`config.mk`:
```
export PLATFORM = sky130hd
export DESIGN_NAME = mxrv_id_stage_flat
export DESIGN_NICKNAME = d
export VERILOG_FILES = /design/src/rtl/mxrv_id_stage_if.sv /design/src/rtl/mxrv_id_stage.sv /design/src/flat_wrapper.sv
export SDC_FILE = /design/constraint.sdc
export NUM_CORES = 1
export LEC_CHECK = 0
export CORE_ASPECT_RATIO = 1.2
export CORE_MARGIN = 8
export CORE_UTILIZATION = 52
export DETAILED_ROUTE_END_ITERATION = 7
export GPL_TIMING_DRIVEN = 0
export PLACE_DENSITY = 0.79
export SYNTH_ARGS = -nofsm -noshare
export SYNTH_HDL_FRONTEND = slang
export SYNTH_SLANG_ARGS = --single-unit
```
`constraint.sdc`:
```
create_clock -name i_clk -period 14.4 [get_ports i_clk]
set_input_delay 2.88 -clock i_clk [delete_from_list [all_inputs] [get_ports i_clk]]
set_output_delay 2.88 -clock i_clk [all_outputs]
set_load 0.01 [all_outputs]
```
`src/rtl/mxrv_id_stage_if.sv`:
```
// mxrv_id_stage_if: fetch-side and execute-side signals of the RV32I decode
// stage, bundled into one interface.
//   slave  - used by mxrv_id_stage (accepts fetch, drives decoded head)
//   master - used by the environment (drives fetch, consumes decoded head)
// Signals: flush, in_valid/in_ready/in_inst/in_pc, out_valid/out_ready,
// out_pc, decoded fields, enables, out_illegal, out_muldiv, out_count.
interface mxrv_id_stage_if #(
  parameter int XLEN      = 32,
  parameter int PC_W      = 32,
  parameter int BUF_DEPTH = 2
);
  localparam int CW = $clog2(BUF_DEPTH) + 1;

  logic            flush;
  logic            in_valid;
  logic            in_ready;
  logic [31:0]     in_inst;
  logic [PC_W-1:0] in_pc;
  logic            out_valid;
  logic            out_ready;
  logic [PC_W-1:0] out_pc;
  logic [6:0]      out_opcode;
  logic [2:0]      out_funct3;
  logic [6:0]      out_funct7;
  logic [4:0]      out_rd;
  logic [4:0]      out_rs1;
  logic [4:0]      out_rs2;
  logic [XLEN-1:0] out_imm;
  logic            out_rd_we;
  logic            out_rs1_re;
  logic            out_rs2_re;
  logic            out_illegal;
  logic            out_muldiv;
  logic [CW-1:0]   out_count;

  modport slave (
    input  flush, in_valid, in_inst, in_pc, out_ready,
    output in_ready, out_valid, out_pc, out_opcode, out_funct3, out_funct7,
           out_rd, out_rs1, out_rs2, out_imm, out_rd_we, out_rs1_re,
           out_rs2_re, out_illegal, out_muldiv, out_count
  );

  modport master (
    output flush, in_valid, in_inst, in_pc, out_ready,
    input  in_ready, out_valid, out_pc, out_opcode, out_funct3, out_funct7,
           out_rd, out_rs1, out_rs2, out_imm, out_rd_we, out_rs1_re,
           out_rs2_re, out_illegal, out_muldiv, out_count
  );
endinterface

```
`src/rtl/mxrv_id_stage.sv`:
```
// mxrv_id_stage: registered RV32I decode stage. Each accepted instruction is
// decoded combinationally and pushed into a small in-order buffer; execute
// pops the head. flush empties the buffer and blocks same-cycle input.
// Ports:
//   i_clk  - rising-edge clock
//   i_rst  - synchronous active-high reset
//   bus    - mxrv_id_stage_if.slave (fetch handshake, decoded head, count)
// Optional feature: define MXRV_ID_RVM_EN to accept M-extension OP encodings
// (funct7 0000001) and flag them on out_muldiv.
module mxrv_id_stage #(
  parameter int XLEN      = 32,
  parameter int PC_W      = 32,
  parameter int BUF_DEPTH = 2
) (
  input logic            i_clk,
  input logic            i_rst,
  mxrv_id_stage_if.slave bus
);
  localparam int AW = $clog2(BUF_DEPTH);
  localparam int CW = AW + 1;
  localparam logic [CW-1:0] DEPTH_C = CW'(BUF_DEPTH);

  typedef struct packed {
    logic [PC_W-1:0] pc;
    logic [6:0]      opcode;
    logic [2:0]      funct3;
    logic [6:0]      funct7;
    logic [4:0]      rd;
    logic [4:0]      rs1;
    logic [4:0]      rs2;
    logic [XLEN-1:0] imm;
    logic            rd_we;
    logic            rs1_re;
    logic            rs2_re;
    logic            illegal;
    logic            muldiv;
  } entry_t;

  entry_t          r_buf [BUF_DEPTH];
  logic [AW-1:0]   r_wptr, r_rptr;
  logic [CW-1:0]   r_count;

  logic [31:0]     w_inst;
  logic [6:0]      w_op, w_f7;
  logic [2:0]      w_f3;
  logic [4:0]      w_rd, w_rs1, w_rs2;
  logic [31:0]     w_imm_i, w_imm_s, w_imm_b, w_imm_u, w_imm_j;
  logic            w_ill;
  entry_t          w_dec, w_head;
  logic            w_push, w_pop, w_out_valid;

  assign w_inst  = bus.in_inst;
  assign w_op    = w_inst[6:0];
  assign w_f3    = w_inst[14:12];
  assign w_f7    = w_inst[31:25];
  assign w_rd    = w_inst[11:7];
  assign w_rs1   = w_inst[19:15];
  assign w_rs2   = w_inst[24:20];
  assign w_imm_i = {{20{w_inst[31]}}, w_inst[31:20]};
  assign w_imm_s = {{20{w_inst[31]}}, w_inst[31:25], w_inst[11:7]};
  assign w_imm_b = {{19{w_inst[31]}}, w_inst[31], w_inst[7], w_inst[30:25], w_inst[11:8], 1'b0};
  assign w_imm_u = {w_inst[31:12], 12'b0};
  assign w_imm_j = {{11{w_inst[31]}}, w_inst[31], w_inst[19:12], w_inst[20], w_inst[30:21], 1'b0};

  always_comb begin
    w_dec        = '0;
    w_ill        = 1'b0;
    w_dec.pc     = bus.in_pc;
    w_dec.opcode = w_op;
    case (w_op)
      7'b0110111, 7'b0010111: begin  // LUI, AUIPC
        w_dec.rd = w_rd; w_dec.imm = XLEN'($signed(w_imm_u)); w_dec.rd_we = |w_rd;
      end
      7'b1101111: begin  // JAL
        w_dec.rd = w_rd; w_dec.imm = XLEN'($signed(w_imm_j)); w_dec.rd_we = |w_rd;
      end
      7'b1100111, 7'b0000011: begin  // JALR, LOAD
        if (w_op == 7'b1100111) w_ill = (w_f3 != 3'b000);
        else                    w_ill = (w_f3 == 3'b011) || (w_f3 == 3'b110) || (w_f3 == 3'b111);
        w_dec.rd = w_rd; w_dec.rs1 = w_rs1; w_dec.funct3 = w_f3;
        w_dec.imm = XLEN'($signed(w_imm_i)); w_dec.rd_we = |w_rd; w_dec.rs1_re = 1'b1;
      end
      7'b1100011: begin  // BRANCH
        w_ill = (w_f3 == 3'b010) || (w_f3 == 3'b011);
        w_dec.rs1 = w_rs1; w_dec.rs2 = w_rs2; w_dec.funct3 = w_f3;
        w_dec.imm = XLEN'($signed(w_imm_b)); w_dec.rs1_re = 1'b1; w_dec.rs2_re = 1'b1;
      end
      7'b0100011: begin  // STORE
        w_ill = (w_f3[2] || (w_f3 == 3'b011));
        w_dec.rs1 = w_rs1; w_dec.rs2 = w_rs2; w_dec.funct3 = w_f3;
        w_dec.imm = XLEN'($signed(w_imm_s)); w_dec.rs1_re = 1'b1; w_dec.rs2_re = 1'b1;
      end
      7'b0010011: begin  // OP-IMM
        w_dec.rd = w_rd; w_dec.rs1 = w_rs1; w_dec.funct3 = w_f3;
        w_dec.rd_we = |w_rd; w_dec.rs1_re = 1'b1;
        if (w_f3 == 3'b001 || w_f3 == 3'b101) begin
          // funct7 stays visible on shifts so execute can tell SRLI from SRAI
          w_ill = !((w_f7 == 7'b0000000) || (w_f3 == 3'b101 && w_f7 == 7'b0100000));
          w_dec.funct7 = w_f7;
          w_dec.imm    = XLEN'(w_inst[24:20]);
        end else begin
          w_dec.imm = XLEN'($signed(w_imm_i));
        end
      end
      7'b0110011: begin  // OP
        w_dec.rd = w_rd; w_dec.rs1 = w_rs1; w_dec.rs2 = w_rs2;
        w_dec.funct3 = w_f3; w_dec.funct7 = w_f7;
        w_dec.rd_we = |w_rd; w_dec.rs1_re = 1'b1; w_dec.rs2_re = 1'b1;
        if (w_f7 == 7'b0000000)      w_ill = 1'b0;
        else if (w_f7 == 7'b0100000) w_ill = !((w_f3 == 3'b000) || (w_f3 == 3'b101));
`ifdef MXRV_ID_RVM_EN
        else if (w_f7 == 7'b0000001) w_dec.muldiv = 1'b1;
`endif
        else                         w_ill = 1'b1;
      end
      7'b0001111: begin  // MISC-MEM: fence bits carried in funct3/imm only
        w_dec.funct3 = w_f3; w_dec.imm = XLEN'($signed(w_imm_i));
      end
      7'b1110011: begin  // SYSTEM
        w_dec.funct3 = w_f3;
        if (w_f3 == 3'b000) begin
          w_ill     = (w_inst != 32'h0000_0073) && (w_inst != 32'h0010_0073);
          w_dec.imm = XLEN'($signed(w_imm_i));
        end else if (w_f3 == 3'b100) begin
          w_ill = 1'b1;
        end else begin
          w_dec.rd = w_rd; w_dec.rd_we = |w_rd;
          if (w_f3[2]) begin
            w_dec.imm = XLEN'(w_rs1);  // zimm sits in the rs1 slot
          end else begin
            w_dec.rs1 = w_rs1; w_dec.rs1_re = 1'b1;
            w_dec.imm = XLEN'($signed(w_imm_i));
          end
        end
      end
      default: w_ill = 1'b1;
    endcase
    if (w_inst[1:0] != 2'b11 || w_inst == 32'h0) w_ill = 1'b1;
    if (w_ill) begin
      w_dec         = '0;
      w_dec.pc      = bus.in_pc;
      w_dec.opcode  = w_op;
      w_dec.illegal = 1'b1;
    end
  end

  assign w_out_valid  = (r_count != '0);
  assign bus.in_ready = !bus.flush && (r_count < DEPTH_C);
  assign w_push       = bus.in_valid && bus.in_ready;
  assign w_pop        = w_out_valid && bus.out_ready;

  always_ff @(posedge i_clk) begin
    if (i_rst || bus.flush) begin
      r_wptr  <= '0;
      r_rptr  <= '0;
      r_count <= '0;
    end else begin
      if (w_push) r_wptr <= r_wptr + 1'b1;
      if (w_pop)  r_rptr <= r_rptr + 1'b1;
      r_count <= r_count + CW'(w_push) - CW'(w_pop);
    end
  end

  always_ff @(posedge i_clk) begin
    if (!i_rst && w_push) r_buf[r_wptr] <= w_dec;
  end

  // Empty buffer presents all-zero fields, whatever stale data is stored
  assign w_head = w_out_valid ? r_buf[r_rptr] : '0;

  assign bus.out_valid   = w_out_valid;
  assign bus.out_pc      = w_head.pc;
  assign bus.out_opcode  = w_head.opcode;
  assign bus.out_funct3  = w_head.funct3;
  assign bus.out_funct7  = w_head.funct7;
  assign bus.out_rd      = w_head.rd;
  assign bus.out_rs1     = w_head.rs1;
  assign bus.out_rs2     = w_head.rs2;
  assign bus.out_imm     = w_head.imm;
  assign bus.out_rd_we   = w_head.rd_we;
  assign bus.out_rs1_re  = w_head.rs1_re;
  assign bus.out_rs2_re  = w_head.rs2_re;
  assign bus.out_illegal = w_head.illegal;
  assign bus.out_muldiv  = w_head.muldiv;
  assign bus.out_count   = r_count;
endmodule

```
`src/flat_wrapper.sv`:
```
// flat-port wrapper written by rule: the top's interface ports become plain ports
module mxrv_id_stage_flat 
#(
  parameter int XLEN      = 32,
  parameter int PC_W      = 32,
  parameter int BUF_DEPTH = 2
)
  (i_clk, i_rst, bus_flush, bus_in_valid, bus_in_inst, bus_in_pc, bus_out_ready, bus_in_ready, bus_out_valid, bus_out_pc, bus_out_opcode, bus_out_funct3, bus_out_funct7, bus_out_rd, bus_out_rs1, bus_out_rs2, bus_out_imm, bus_out_rd_we, bus_out_rs1_re, bus_out_rs2_re, bus_out_illegal, bus_out_muldiv, bus_out_count);
  mxrv_id_stage_if #(.XLEN(XLEN), .PC_W(PC_W), .BUF_DEPTH(BUF_DEPTH)) bus_i ();
  input logic i_clk;
  input logic i_rst;
  input wire logic [$bits(bus_i.flush)-1:0] bus_flush;
  input wire logic [$bits(bus_i.in_valid)-1:0] bus_in_valid;
  input wire logic [$bits(bus_i.in_inst)-1:0] bus_in_inst;
  input wire logic [$bits(bus_i.in_pc)-1:0] bus_in_pc;
  input wire logic [$bits(bus_i.out_ready)-1:0] bus_out_ready;
  output wire logic [$bits(bus_i.in_ready)-1:0] bus_in_ready;
  output wire logic [$bits(bus_i.out_valid)-1:0] bus_out_valid;
  output wire logic [$bits(bus_i.out_pc)-1:0] bus_out_pc;
  output wire logic [$bits(bus_i.out_opcode)-1:0] bus_out_opcode;
  output wire logic [$bits(bus_i.out_funct3)-1:0] bus_out_funct3;
  output wire logic [$bits(bus_i.out_funct7)-1:0] bus_out_funct7;
  output wire logic [$bits(bus_i.out_rd)-1:0] bus_out_rd;
  output wire logic [$bits(bus_i.out_rs1)-1:0] bus_out_rs1;
  output wire logic [$bits(bus_i.out_rs2)-1:0] bus_out_rs2;
  output wire logic [$bits(bus_i.out_imm)-1:0] bus_out_imm;
  output wire logic [$bits(bus_i.out_rd_we)-1:0] bus_out_rd_we;
  output wire logic [$bits(bus_i.out_rs1_re)-1:0] bus_out_rs1_re;
  output wire logic [$bits(bus_i.out_rs2_re)-1:0] bus_out_rs2_re;
  output wire logic [$bits(bus_i.out_illegal)-1:0] bus_out_illegal;
  output wire logic [$bits(bus_i.out_muldiv)-1:0] bus_out_muldiv;
  output wire logic [$bits(bus_i.out_count)-1:0] bus_out_count;
  assign bus_i.flush = bus_flush;
  assign bus_i.in_valid = bus_in_valid;
  assign bus_i.in_inst = bus_in_inst;
  assign bus_i.in_pc = bus_in_pc;
  assign bus_i.out_ready = bus_out_ready;
  assign bus_in_ready = bus_i.in_ready;
  assign bus_out_valid = bus_i.out_valid;
  assign bus_out_pc = bus_i.out_pc;
  assign bus_out_opcode = bus_i.out_opcode;
  assign bus_out_funct3 = bus_i.out_funct3;
  assign bus_out_funct7 = bus_i.out_funct7;
  assign bus_out_rd = bus_i.out_rd;
  assign bus_out_rs1 = bus_i.out_rs1;
  assign bus_out_rs2 = bus_i.out_rs2;
  assign bus_out_imm = bus_i.out_imm;
  assign bus_out_rd_we = bus_i.out_rd_we;
  assign bus_out_rs1_re = bus_i.out_rs1_re;
  assign bus_out_rs2_re = bus_i.out_rs2_re;
  assign bus_out_illegal = bus_i.out_illegal;
  assign bus_out_muldiv = bus_i.out_muldiv;
  assign bus_out_count = bus_i.out_count;
  mxrv_id_stage #(.XLEN(XLEN), .PC_W(PC_W), .BUF_DEPTH(BUF_DEPTH)) u_core (.i_clk(i_clk), .i_rst(i_rst), .bus(bus_i));
endmodule
```
Word level (Yosys, flattened, before mapping)
Memories as Yosys holds them, arrays and structs flattened. A register that Yosys moved wholly into a read port is not among the register bits.
Index checks and enable logic that the tools add are counted.
Widths: inputs -> output; s select.
{"block": "totals", "ramBits": 202, "ff_bits": 4, "n_memories": 1, "word_cells": 97, "input_bits": 69}
{"memory": "u_core.r_buf", "words": 2, "width": 101, "read_ports": 1, "rd_clocked_by_memory_dff": 1, "write_ports": 1, "line_no": "mxrv_id_stage.sv:39", "rtl": "entry_t r_buf [BUF_DEPTH];"}
{"block": "op_classes", "add_sub_neg": 4, "n_mux": 33, "n_lt_le_gt_ge": 1, "n_eq_ne": 22, "n_reduce_logical": 33}
{"op": "$pmux 32 s7", "n": 1}
{"op": "$mux 101", "n": 1}
{"op": "$mux 32", "n": 3}
{"op": "$mux 62", "n": 1}
{"op": "$mux 34", "n": 1}
{"op": "$logic_not 32->1", "n": 1}
{"op": "$ne 32x21->1 const B", "n": 1}
{"op": "$ne 32x7->1 const B", "n": 1}
{"op": "$eq 7x6->1 const B", "n": 4}
{"op": "$eq 7x7->1 const B", "n": 4}
{"op": "$mux 10", "n": 2}
{"op": "$pmux 5 s2", "n": 2}
{"op": "$eq 7x5->1 const B", "n": 2}
{"op": "$pmux 7 s2", "n": 1}
{"op": "$mux 1", "n": 13}
{"op": "$eq 3x3->1 const B", "n": 4}
{"op": "$mux 5", "n": 2}
{"op": "$logic_or 1x1->1", "n": 9}
{"op": "$reduce_or 8->1", "n": 1}
{"op": "$eq 7x2->1 const B", "n": 1}
{"op": "$eq 7x4->1 const B", "n": 1}
{"op": "$logic_not 7->1", "n": 1}
{"op": "$mux 7", "n": 1}
{"op": "$pmux 1 s7", "n": 1}
{"op": "other kinds (21)", "n": 34}

Depth between registers and ports, before layout
{"block": "logic_depth", "word_depth": 8, "ltp_mapped": 9, "mapped_depth_nobuf": 9}

Worst setup path after synthesis
No wires, ideal clock.
{"block": "synth_path", "kind": "input -> register", "start": "input bus_flush", "end": "memory u_core.r_buf[1][100] (netlist name), enable pin", "cell_stages": 3, "setup_ps": 704, "slack_ps": 3153, "t_required_ps": 13696, "arrival_ps": 10543, "n_path_buf": 0, "cell_sequence": "nor2_1 nand2_1 nor3b_1"}
{"block": "synth_between", "elab_chain_len": 6}
{"element": "from (decl)", "line_no": "flat_wrapper.sv:12", "rtl": "input wire logic [$bits(bus_i.flush)-1:0] bus_flush;"}
{"element": "$logic_not 1->1", "line_no": "mxrv_id_stage.sv:148", "rtl": "assign bus.in_ready = !bus.flush && (r_count < DEPTH_C);"}
{"element": "$logic_and 1x1->1", "line_no": "mxrv_id_stage.sv:148"}
{"element": "$logic_and 1x1->1", "line_no": "mxrv_id_stage.sv:149", "rtl": "assign w_push = bus.in_valid && bus.in_ready;"}
{"element": "$logic_and 1x1->1", "line_no": "mxrv_id_stage.sv:165", "rtl": "if (!i_rst && w_push) r_buf[r_wptr] <= w_dec;"}
{"element": "$mux 1", "line_no": "mxrv_id_stage.sv:165"}
{"element": "$mux 1 (implied by the code)", "line_no": "mxrv_id_stage.sv:165"}
{"element": "to (decl)", "line_no": "mxrv_id_stage.sv:39"}
Every way passes these cells.

Final worst setup path
{"block": "layout_path", "start": "input bus_flush", "end": "output bus_in_ready"}
{"block": "layout_between", "elab_chain_len": 2}
{"element": "$logic_not 1->1", "line_no": "mxrv_id_stage.sv:148"}
{"element": "$logic_and 1x1->1", "line_no": "mxrv_id_stage.sv:148"}
{"element": "to (decl)", "line_no": "flat_wrapper.sv:17", "rtl": "output wire logic [$bits(bus_i.in_ready)-1:0] bus_in_ready;"}
Every way passes these cells.

==> results_dict.tcl <==
set metrics [dict create \
    dp_slack_ns 7.32 \
    hold_class "reg -> reg" \
    first_iter_violations 361 \
    max_cap_viol_count 0 \
    die_x_um 135 \
    final_common_cell "edfxtp_1" \
    yosysWarnings 0 \
    post-route-period-util_pct 49.2 \
    worstMarginPinSlew_ns 0.801 \
    grt_antenna_before_repair 0 \
    cts.sinks 205 \
    worstPathMaxFanout 6 \
    die_h_um 159 \
    ant_nets 0 \
    synthCells 659 \
    start_kind "input port" \
    firstDrtPassIters 6 \
    cp-end-kind "output port" \
    grt_pass1_wl_um 33100 \
    cp_common_cell "clkdlybuf4s50_1" \
    ys_seq_elements 205 \
    area_growth_pct 32.0 \
    layout_common_cells "200 x edfxtp_1, 170 x clkdlybuf4s50_1, 130 x nor2_1, 100 x mux2i_1, 39 x nand2_1" \
    cts_root_buf "clkbuf_16" \
    ctsResizeCount 0 \
    drive_gt1_share_pct 8.28 \
    rsz0062_at_grt "no" \
    fin_skew_ns 0.00805 \
    clk_pin_slew_ns 0.06 \
    cts_tree "done" \
    powerDensity_nw_per_um2 107 \
    initial_core_util_pct 52.9 \
    slew_headroom_pct 46.4 \
    route.detailed.vias_per_inst 5.41 \
    final_util_pct 69.9 \
    wire_per_inst_um 19.4 \
    dp.cells 1075 \
    cts-buffers-inserted 20 \
    power.total_mw 1.25 \
    holdWs_ns 0.567 \
    fmax_mhz 141 \
    gp_congestion 0.895 \
    core_sq_um 16800 \
    drcViolationCount 0 \
    slew_viol_final 0 \
    status "finished clean" \
    p_leak_nw 3.66 \
    path_cells "clkdlybuf4s50_1, nor2_1, clkdlybuf4s50_1" \
    hpwl_um 16300 \
    insertion_delay_ns 0.48 \
    hold_violations 0 \
    setup_viol_count_final 0 \
    clock_path_buffers 3 \
    hold_depth 2 \
    worst_path_max_delay_cell "clkdlybuf4s50_1" \
    worstPathArrival_ns 4.21 \
    dieArea_sq_um 21500 \
    fin_cells 1110 \
    seq_area_frac_synth_pct 68.7 \
    cts_hold_buf 0 \
    layout_setup_ws_ns 7.31 \
    num_antenna_cells 0 \
    grt_pass1_vias 6173 \
    cts_setup_buffers 0 \
    io_pins 174 \
    ir_drop_v 0.0000749 \
    period_minus_slack_ns 7.09 \
    grt_usage_pct 19.3 \
    ys.flop_type "edfxtp_1" \
    synth_edf_count 200 \
    syn-cell-area_sq_um 8880 \
    worstPathRequired_ns 11.52 \
    grt_max_degree 16 \
    async_flop_share_pct 0 \
    num_vias 6009 \
    max_stage_delay_ns 0.58 \
    timing_worst_setup_path_type "in -> out" \
    wl_um 21600 \
    grt_overflow 0 \
    fin_nets 952 \
    reg2regPathDepth 8 \
    syn_area_per_cell_sq_um 13.5 \
    rows 52 \
    synthDistinctLibCells 53 \
    htree_levels 1 \
    port_buffers 170 \
]
## flip-flops by register name (all words and copies together), names as in the netlist, named ones only
signal                flops
u_core.bus.out_count      2
u_core.r_buf            200
u_core.r_wptr             1
u_core.r_rptr             1
## cell families (layout without fill, tap and decap cells)
logic type	Yosys count	in the layout	synth area share, %
and+or+nand+nor	229	229	11.8
other	1	13	0.0422
buffers and inverters	52	275	2.42
xor gates and xnor gates	5	5	0.493
muxes	101	101	11.4
AOI/OAI and AO/OA	64	64	4.84
DFF	205	205	68.7
adders and majority gates	2	2	0.282
## layer usage
| layer | global-route usage, % | wire length [um] | vias to the layer above |
|---|---|---|---|
| met2 | 34.1 | 11100 | 240 |
| met3 | 3.54 | 1510 | 28 |
| met4 | 5.56 | 425 | 0 |
| met5 | 0 | 0 | - |
| met1 | 23.3 | 8490 | 2895 |
| li1 | - | - | 2846 |
## layout make-up
type	count	area, sq um
clock buffer	24	537
multi-input combinational	414	2620
buffer	38	163
sequential	205	6110
tap	216	270
clock inverter	11	71.3
inverter	14	52.6
timing repair buffer	188	1910
fill	1145	5060
## cells in the mapped netlist (all sizes together) (4+ instances only)
library cell,number,area (sq um)
a21oi,27,135
a222oi,4,40.0
and2,13,81.3
and3,5,31.3
buf,13,68.8
clkbuf,25,93.8
dfxtp,5,100
edfxtp,200,6010
inv,14,52.6
mux2i,100,1000
nand2,39,146
nand2b,4,25.0
nand3,4,30.0
nor2,131,494
nor3,13,65.1
nor4,7,77.6
o21ai,9,48.8
## stage by stage
| step | TNS, ns | area [sq um] |
|---|---|---|
| floorplan | 0 | 8930 |
| global placement | -61.27 | 10900 |
| detailed placement | 0 | 11100 |
| CTS | 0 | 11700 |
| global route | 0 | 11700 |
| finish | 0 | 11700 |
## worst paths after layout
kind / endpoint / slack, ns / from
worst max-delay path: bus_in_ready / 7.31 / bus_flush
worst min-delay path: register / 0.57 / u_core.r_rptr
worst max register to register: u_core.r_buf[1][27] / 11.78 / u_core.bus.out_count[1]
worst min register to register: register / 0.57 / u_core.r_rptr
## power breakdown
group	leakage, nW	internal, mW	total, mW	switching [mW]
clock network	0.284	0.268	0.478	0.210
logic	1.53	0.0517	0.110	0.0582
registers	1.84	0.660	0.662	0.00222
total	3.66	0.980	1.25	0.270
## worst max-delay path, delay by kind of cell
family	cells	cell delay (ns)
simple gates	1	0.22
buf+inv	2	1.10
No activity file was read; power rests on OpenSTA's default activity.
